File: src/rtl/axi_lite_clint.sv
// axi_lite_clint
//   Core-local interruptor behind an AXI-lite responder. Holds msip,
//   mtimecmp and mtime, answers single-beat reads/writes to them and drives
//   the machine timer / software interrupt lines.
//
//   Register map (offset from BASE_ADDR):
//     0x0000 msip     (bit 0 only)
//     0x4000 mtimecmp (64 bit)
//     0xBFF8 mtime    (64 bit, +1 every TICK_DIV cycles)
//
// Ports
//   clk, rstn                   clock, asynchronous active-low reset
//   aw*/w*/b*                   AXI-lite write address/data/response
//   ar*/r*                      AXI-lite read address/data
//   timer_irq                   mtime >= mtimecmp (unsigned)
//   soft_irq                    msip[0]
module axi_lite_clint #(
    parameter int unsigned              ADDR_WIDTH = 64,
    parameter int unsigned              DATA_WIDTH = 64,
    parameter logic [ADDR_WIDTH-1:0]    BASE_ADDR  = 64'h0200_0000,
    parameter int unsigned              TICK_DIV   = 1
) (
    input  logic                    clk,
    input  logic                    rstn,
    input  logic [ADDR_WIDTH-1:0]   awaddr,
    input  logic                    awvalid,
    output logic                    awready,
    input  logic [DATA_WIDTH-1:0]   wdata,
    input  logic [DATA_WIDTH/8-1:0] wstrb,
    input  logic                    wvalid,
    output logic                    wready,
    output logic [1:0]              bresp,
    output logic                    bvalid,
    input  logic                    bready,
    input  logic [ADDR_WIDTH-1:0]   araddr,
    input  logic                    arvalid,
    output logic                    arready,
    output logic [DATA_WIDTH-1:0]   rdata,
    output logic [1:0]              rresp,
    output logic                    rvalid,
    input  logic                    rready,
    output logic                    timer_irq,
    output logic                    soft_irq
);

    localparam int unsigned STRB_W = DATA_WIDTH / 8;
    localparam int unsigned PW     = (TICK_DIV > 1) ? $clog2(TICK_DIV) : 1;

    localparam logic [15:0] OFF_MSIP     = 16'h0000;
    localparam logic [15:0] OFF_MTIMECMP = 16'h4000;
    localparam logic [15:0] OFF_MTIME    = 16'hBFF8;

    localparam logic [1:0] RESP_OKAY   = 2'b00;
    localparam logic [1:0] RESP_SLVERR = 2'b10;
    localparam logic [1:0] RESP_DECERR = 2'b11;

    typedef enum logic [1:0] {SEL_NONE, SEL_MSIP, SEL_MTIMECMP, SEL_MTIME} sel_e;
    typedef enum logic {W_IDLE, W_RESP} wstate_e;
    typedef enum logic {R_IDLE, R_DATA} rstate_e;

    function automatic sel_e decode_sel(input logic [ADDR_WIDTH-1:0] a);
        if (a[ADDR_WIDTH-1:16] != BASE_ADDR[ADDR_WIDTH-1:16]) return SEL_NONE;
        case (a[15:0])
            OFF_MSIP:     return SEL_MSIP;
            OFF_MTIMECMP: return SEL_MTIMECMP;
            OFF_MTIME:    return SEL_MTIME;
            default:      return SEL_NONE;
        endcase
    endfunction

    // Misalignment is reported as SLVERR anywhere, ahead of decode misses.
    function automatic logic [1:0] decode_resp(input logic [ADDR_WIDTH-1:0] a,
                                               input sel_e s);
        if (a[2:0] != 3'b000) return RESP_SLVERR;
        if (s == SEL_NONE)    return RESP_DECERR;
        return RESP_OKAY;
    endfunction

    function automatic logic [DATA_WIDTH-1:0] merge(input logic [DATA_WIDTH-1:0] old,
                                                    input logic [DATA_WIDTH-1:0] data,
                                                    input logic [STRB_W-1:0]     strb);
        logic [DATA_WIDTH-1:0] m;
        m = old;
        for (int unsigned i = 0; i < STRB_W; i++) begin
            if (strb[i]) m[8*i +: 8] = data[8*i +: 8];
        end
        return m;
    endfunction

    wstate_e                wstate_q, wstate_d;
    rstate_e                rstate_q, rstate_d;
    logic [1:0]             bresp_q, bresp_d;
    logic [1:0]             rresp_q, rresp_d;
    logic [DATA_WIDTH-1:0]  rdata_q, rdata_d;
    logic [DATA_WIDTH-1:0]  mtime_q, mtime_d;
    logic [DATA_WIDTH-1:0]  mtimecmp_q, mtimecmp_d;
    logic                   msip_q, msip_d;
    logic [PW-1:0]          presc_q, presc_d;

    sel_e                   wsel, rsel;
    logic [1:0]             wresp_dec, rresp_dec;
    logic                   whs;
    logic                   tick;
    logic [DATA_WIDTH-1:0]  rd_val;

    always_comb begin
        wsel      = decode_sel(awaddr);
        rsel      = decode_sel(araddr);
        wresp_dec = decode_resp(awaddr, wsel);
        rresp_dec = decode_resp(araddr, rsel);
    end

    // Write channel: AW and W are only taken together.
    always_comb begin
        wstate_d = wstate_q;
        bresp_d  = bresp_q;
        awready  = 1'b0;
        wready   = 1'b0;
        bvalid   = 1'b0;
        whs      = 1'b0;
        case (wstate_q)
            W_IDLE: begin
                awready = awvalid & wvalid;
                wready  = awvalid & wvalid;
                if (awvalid && wvalid) begin
                    whs      = 1'b1;
                    bresp_d  = wresp_dec;
                    wstate_d = W_RESP;
                end
            end
            W_RESP: begin
                bvalid = 1'b1;
                if (bready) wstate_d = W_IDLE;
            end
        endcase
    end

    always_comb begin
        rd_val = '0;
        case (rsel)
            SEL_MSIP:     rd_val[0] = msip_q;
            SEL_MTIMECMP: rd_val    = mtimecmp_q;
            SEL_MTIME:    rd_val    = mtime_q;
            default:      rd_val    = '0;
        endcase
    end

    // Read channel: data is captured from register state before the edge,
    // so a same-cycle write to the same register is not visible.
    always_comb begin
        rstate_d = rstate_q;
        rresp_d  = rresp_q;
        rdata_d  = rdata_q;
        arready  = 1'b0;
        rvalid   = 1'b0;
        case (rstate_q)
            R_IDLE: begin
                arready = 1'b1;
                if (arvalid) begin
                    rresp_d  = rresp_dec;
                    rdata_d  = (rresp_dec == RESP_OKAY) ? rd_val : '0;
                    rstate_d = R_DATA;
                end
            end
            R_DATA: begin
                rvalid = 1'b1;
                if (rready) rstate_d = R_IDLE;
            end
        endcase
    end

    // Timebase and register updates; a write to mtime overrides the tick.
    always_comb begin
        tick       = (presc_q == PW'(TICK_DIV - 1));
        presc_d    = tick ? '0 : presc_q + 1'b1;
        mtime_d    = tick ? mtime_q + DATA_WIDTH'(1) : mtime_q;
        mtimecmp_d = mtimecmp_q;
        msip_d     = msip_q;
        if (whs && (wresp_dec == RESP_OKAY)) begin
            case (wsel)
                SEL_MSIP:     if (wstrb[0]) msip_d = wdata[0];
                SEL_MTIMECMP: mtimecmp_d = merge(mtimecmp_q, wdata, wstrb);
                SEL_MTIME:    mtime_d    = merge(mtime_q, wdata, wstrb);
                default:      ;
            endcase
        end
    end

    always_ff @(posedge clk or negedge rstn) begin
        if (!rstn) begin
            wstate_q   <= W_IDLE;
            rstate_q   <= R_IDLE;
            bresp_q    <= '0;
            rresp_q    <= '0;
            rdata_q    <= '0;
            mtime_q    <= '0;
            mtimecmp_q <= '1;
            msip_q     <= 1'b0;
            presc_q    <= '0;
        end else begin
            wstate_q   <= wstate_d;
            rstate_q   <= rstate_d;
            bresp_q    <= bresp_d;
            rresp_q    <= rresp_d;
            rdata_q    <= rdata_d;
            mtime_q    <= mtime_d;
            mtimecmp_q <= mtimecmp_d;
            msip_q     <= msip_d;
            presc_q    <= presc_d;
        end
    end

    assign bresp     = bresp_q;
    assign rresp     = rresp_q;
    assign rdata     = rdata_q;
    assign timer_irq = (mtime_q >= mtimecmp_q);
    assign soft_irq  = msip_q;

endmodule

File: config.mk
export PLATFORM = sky130hd
export DESIGN_NAME = axi_lite_clint
export DESIGN_NICKNAME = d
export VERILOG_FILES = /design/src/rtl/axi_lite_clint.sv
export SDC_FILE = /design/constraint.sdc
export NUM_CORES = 1
export LEC_CHECK = 0
export ABC_AREA = 1
export CORE_UTILIZATION = 33
export CTS_BUF_LIST = sky130_fd_sc_hd__clkbuf_16
export DETAILED_ROUTE_END_ITERATION = 6
export MAX_ROUTING_LAYER = met4
export PLACE_DENSITY_LB_ADDON = 0.05
export SLEW_MARGIN = 5
export SYNTH_ARGS = -nofsm -noshare
export SYNTH_HDL_FRONTEND = slang
export SYNTH_SLANG_ARGS = --single-unit
File: constraint.sdc
create_clock -name clk -period 4.17 [get_ports clk]
set_clock_uncertainty 0.1 [all_clocks]
set_input_delay 0.6255 -clock clk [delete_from_list [all_inputs] [get_ports clk]]
set_output_delay 0.6255 -clock clk [all_outputs]
set_load 0.1 [all_outputs]
==> insert_results.sql <==
INSERT INTO impl_metrics (metric_group, metric, value, unit) VALUES
('final_layout', 'layout_common_cells', '870 x nand2_1, 277 x clkdlybuf4s50_1, 251 x nor2_1', ''),
('timing', 'final-hold-violation-count', '0', ''),
('global_routing', 'antenna_found_initial', '0', ''),
('yosys', 'mapped_cells', '2149', ''),
('clock_tree', 'cts_setup_buffers', '0', ''),
('final_layout', 'drive_gt1_share', '6.50', '%'),
('detailed_routing', 'wire_per_inst', '16.4', 'µm'),
('clock_tree', 'clock_sink_count', '199', ''),
('clock_tree', 'htree_num_levels', '4', ''),
('detailed_routing', 'overall_via_count_from_detail_route', '14169', ''),
('place', 'hpwlAfterDp', '37800', 'µm'),
('worst_setup_path', 'timing.critical_path.slowest_stage_cell', 'dfstp_2', ''),
('power_and_ir_drop', 'seq_power_share', '46.0', '%'),
('die', 'die_w', '208', 'µm'),
('die', 'floorplan.die.height', '208', 'µm'),
('power_and_ir_drop', 'power_frac_comb', '10.6', '%'),
('clock_tree', 'cts_resized', '0', ''),
('power_and_ir_drop', 'intPower', '3.16', 'mW'),
('global_routing', 'grt-ovfl-total', '0', ''),
('timing', 'max_slew_margin', '31.5', '%'),
('clock_tree', 'cts_made_buffers', '17', ''),
('worst_setup_path', 'cp_slowest_stage_delay', '610', 'ps'),
('run', 'max-cap-violations', '0', ''),
('global_routing', 'track_usage', '23.5', '%'),
('worst_setup_path', 'startpoint_type', 'flop', ''),
('detailed_routing', 'drt-initial-drc-count', '842', ''),
('timing', 'worst_pin_slew', '1020', 'ps'),
('die', 'number_of_rows_created_at_floorplan', '75', ''),
('clock_tree', 'clkLatencyLatePin', '460', 'ps'),
('yosys', 'mappedNetlistArea', '14000', 'µm²'),
('power_and_ir_drop', 'proportion_of_total_power_due_to_net_switching', '25.1', '%'),
('power_and_ir_drop', 'pwr_density_cell', '234', 'nW/µm²'),
('power_and_ir_drop', 'switching_power_summed_over_all_nets', '1.06', 'mW'),
('timing', 'setup_viol_count_final', '0', ''),
('timing', 'rsz_0062_raised_after_global_routing', 'no', ''),
('final_layout', 'antenna_cells_inserted', '0', ''),
('yosys', 'synth.net_count', '2421', ''),
('clock_tree', 'tritoncts', 'yes', ''),
('worst_setup_path', 'criticalPathCategory', 'reg2out', ''),
('final_layout', 'nNetsFinal', '2676', ''),
('yosys', 'synth.distinct_cells', '29', ''),
('clock_tree', 'root_buffer', 'clkbuf_16', ''),
('clock_tree', 'clk_path_buf_depth', '2', ''),
('timing', 'finalSetupTns', '0', 'ps'),
('die', 'die_area', '43300', 'µm²'),
('global_routing', 'grt_pass1_vias', '14400', ''),
('die', 'core', '41900', 'µm²'),
('detailed_routing', 'vias_per_cell', '4.79', ''),
('yosys', 'ys_seq_area_share', '36.1', '%'),
('detailed_routing', 'routed_wl', '48500', 'µm'),
('detailed_routing', 'post_detailed_route_drc_marker_count', '0', ''),
('power_and_ir_drop', 'max-vdd-ir-drop', '284', 'µV'),
('final_layout', 'final_common_cell', 'nand2_1', ''),
('place', 'placed_cell_areas', '17400', 'µm²'),
('final_layout', 'layout-area-overhead-vs-synth', '28.6', '%'),
('yosys', 'ys_seq_elements', '199', ''),
('worst_setup_path', 'critical_path_peak_fanout', '3', ''),
('place', 'gp_congestion', '0.948', ''),
('hold_path', 'worst_hold_class', 'in2async', ''),
('timing', 'report.final.slew_viol_count', '0', ''),
('detailed_routing', 'first_pass_iters', '5', ''),
('yosys', 'avg_cell_area_syn', '6.52', 'µm²'),
('worst_setup_path', 'worst-endpoint-required', '3440', 'ps'),
('power_and_ir_drop', 'clock_power_share', '43.5', '%'),
('global_routing', 'grt_first_pass_wirelength', '78000', 'µm'),
('die', 'io_pins', '282', ''),
('timing', 'fin_crit_sh', '87.4', '%'),
('die', 'initial_utilization', '33.4', '%'),
('worst_setup_path', 'crit_path_end_kind', 'primary output', ''),
('final_layout', 'fin_area', '18000', 'µm²'),
('timing', 'max_clock_freq', '0.274', 'GHz'),
('status', 'outcome', 'finished clean', ''),
('yosys', 'ys_warn_count', '0', ''),
('power_and_ir_drop', 'static_leak', '8.53', 'nW'),
('timing', 'layout_min_cycle_time', '3640', 'ps'),
('global_routing', 'pin_count_of_the_biggest_net_entering_global_routing', '101', ''),
('detailed_routing', 'route.antenna.remaining_nets', '0', ''),
('worst_setup_path', 'crit_path_cell_trace', 'inv_1 > ha_1 > nand2_1 > inv_1 > nand3_1 > nor3_1 > nand4_1 > nor2_1 > nand4_1 > nand3_1 > buf_4', ''),
('final_layout', 'n_fill_cell', '4496', ''),
('clock_tree', 'cts.hold.buffers_added', '0', ''),
('place', 'numPortBuffers', '281', ''),
('worst_setup_path', 'worstPathArrival', '2920', 'ps'),
('clock_tree', 'clk_pin_slew_worst_paths', '80', 'ps');
## state kept, by name, indices dropped and copies added, names as in the netlist
name and count:
mtime_q 64, rresp 2, rdata 64, rstate_q 1, wstate_q 1, soft_irq 1, mtimecmp_q 64, bresp 2
## power groups by stage
stage	sequential [mW]	clock, mW	combinational, mW
finish	1.94	1.83	0.445
global route	1.94	1.95	0.486
CTS	1.94	1.89	0.453
detailed placement	1.97	0	0.451
global placement	1.97	0	0.449
floorplan	2.01	0	0.108
## cell type report
| type | instances | area [µm²] | area share (%) |
|---|---|---|---|
| clock buffer | 17 | 425 | 2.36 |
| clock inverter | 15 | 200 | 1.11 |
| inverter | 244 | 916 | 5.08 |
| multi-input combinational | 1637 | 7720 | 42.8 |
| sequential | 199 | 5060 | 28.1 |
| tap | 539 | 674 | 3.74 |
| timing repair buffer | 305 | 3030 | 16.8 |
## routing by layer
layer  track usage (%)  wire (µm)
met1              31.2      23500
met5                 -          0
met2              37.8      22500
met3              2.90       1710
met4              6.23        890
## final timing paths
kind / start / endpoint / slack [ps] / cells past startpoint
min in group clk: mtimecmp_q[20] / mtimecmp_q[20] / 370 / 2
max: mtimecmp_q[63] / timer_irq / 530 / 11
max reg2reg: mtime_q[0] / mtime_q[62] / 1450 / 11
min: rstn / rdata[23] / 170 / 1
max in group asynchronous: rstn / mtimecmp_q[55] / 2790 / 2
min reg2reg: mtimecmp_q[20] / mtimecmp_q[20] / 370 / 2
## per-stage QoR
| stage | hold WS, ps | setup WS, ps | utilization, % | cells | power, mW |
|---|---|---|---|---|---|
| 4_1_cts | 212 | 419 | 43.0 | 2956 | 4.28 |
| 6_report | 169 | 527 | 43.0 | 2956 | 4.22 |
| 2_1_floorplan | 230 | 1210 | - | 2149 | 2.12 |
| 3_3_place_gp | 362 | 711 | 41.5 | 2924 | 2.42 |
| 5_1_grt | 190 | 348 | 43.0 | 2956 | 4.38 |
| 3_5_place_dp | 362 | 704 | 41.5 | 2924 | 2.43 |
## cell families (layout without fill, tap and decap cells)
kind of cell / count (synthesis) / in the layout / share of synthesized area, %
adder cells (fa/ha/maj): 65 / 65 / 5.80
AND/OR/NAND/NOR: 1357 / 1357 / 39.7
XOR/XNOR: 61 / 61 / 3.81
AO/OA/AOI/OAI: 154 / 154 / 5.56
buffers and inverters: 313 / 581 / 8.99
flip-flops: 199 / 199 / 36.1
## Yosys cell counts
| cell | count | share of area, % |
|---|---|---|
| xor2_1 | 34 | 2.1 |
| o211ai_1 | 1 | 0.054 |
| nand2_1 | 872 | 23 |
| nor2_1 | 252 | 6.7 |
| nand3_2 | 4 | 0.29 |
| buf_1 | 6 | 0.16 |
| nor2_4 | 3 | 0.24 |
| nand2_2 | 8 | 0.36 |
| xnor2_1 | 27 | 1.7 |
| nor2_2 | 13 | 0.58 |
| ha_1 | 65 | 5.8 |
| nor3_1 | 9 | 0.32 |
| o21ai_0 | 99 | 3.5 |
| a22o_1 | 1 | 0.063 |
| dfrtp_1 | 135 | 24 |
| buf_2 | 26 | 0.93 |
| nand3_1 | 101 | 3.6 |
| inv_1 | 239 | 6.4 |
| inv_2 | 5 | 0.13 |
| clkbuf_1 | 26 | 0.70 |
| buf_6 | 3 | 0.24 |
| a21o_1 | 1 | 0.054 |
| a21oi_1 | 33 | 1.2 |
| nor4_1 | 2 | 0.089 |
| and2_1 | 1 | 0.045 |
| buf_4 | 8 | 0.43 |
| o21ai_1 | 19 | 0.68 |
| nand4_1 | 92 | 4.1 |
| dfstp_2 | 64 | 12 |
## worst max-delay path, delay by kind of cell (launching register included)
family | cells | cell delay [ps]
DFF | 1 | 610
adders and majority gates | 1 | 290
buffers and inverters | 3 | 450
and+or+nand+nor | 7 | 1120
No activity file was read; power rests on OpenSTA's default activity.
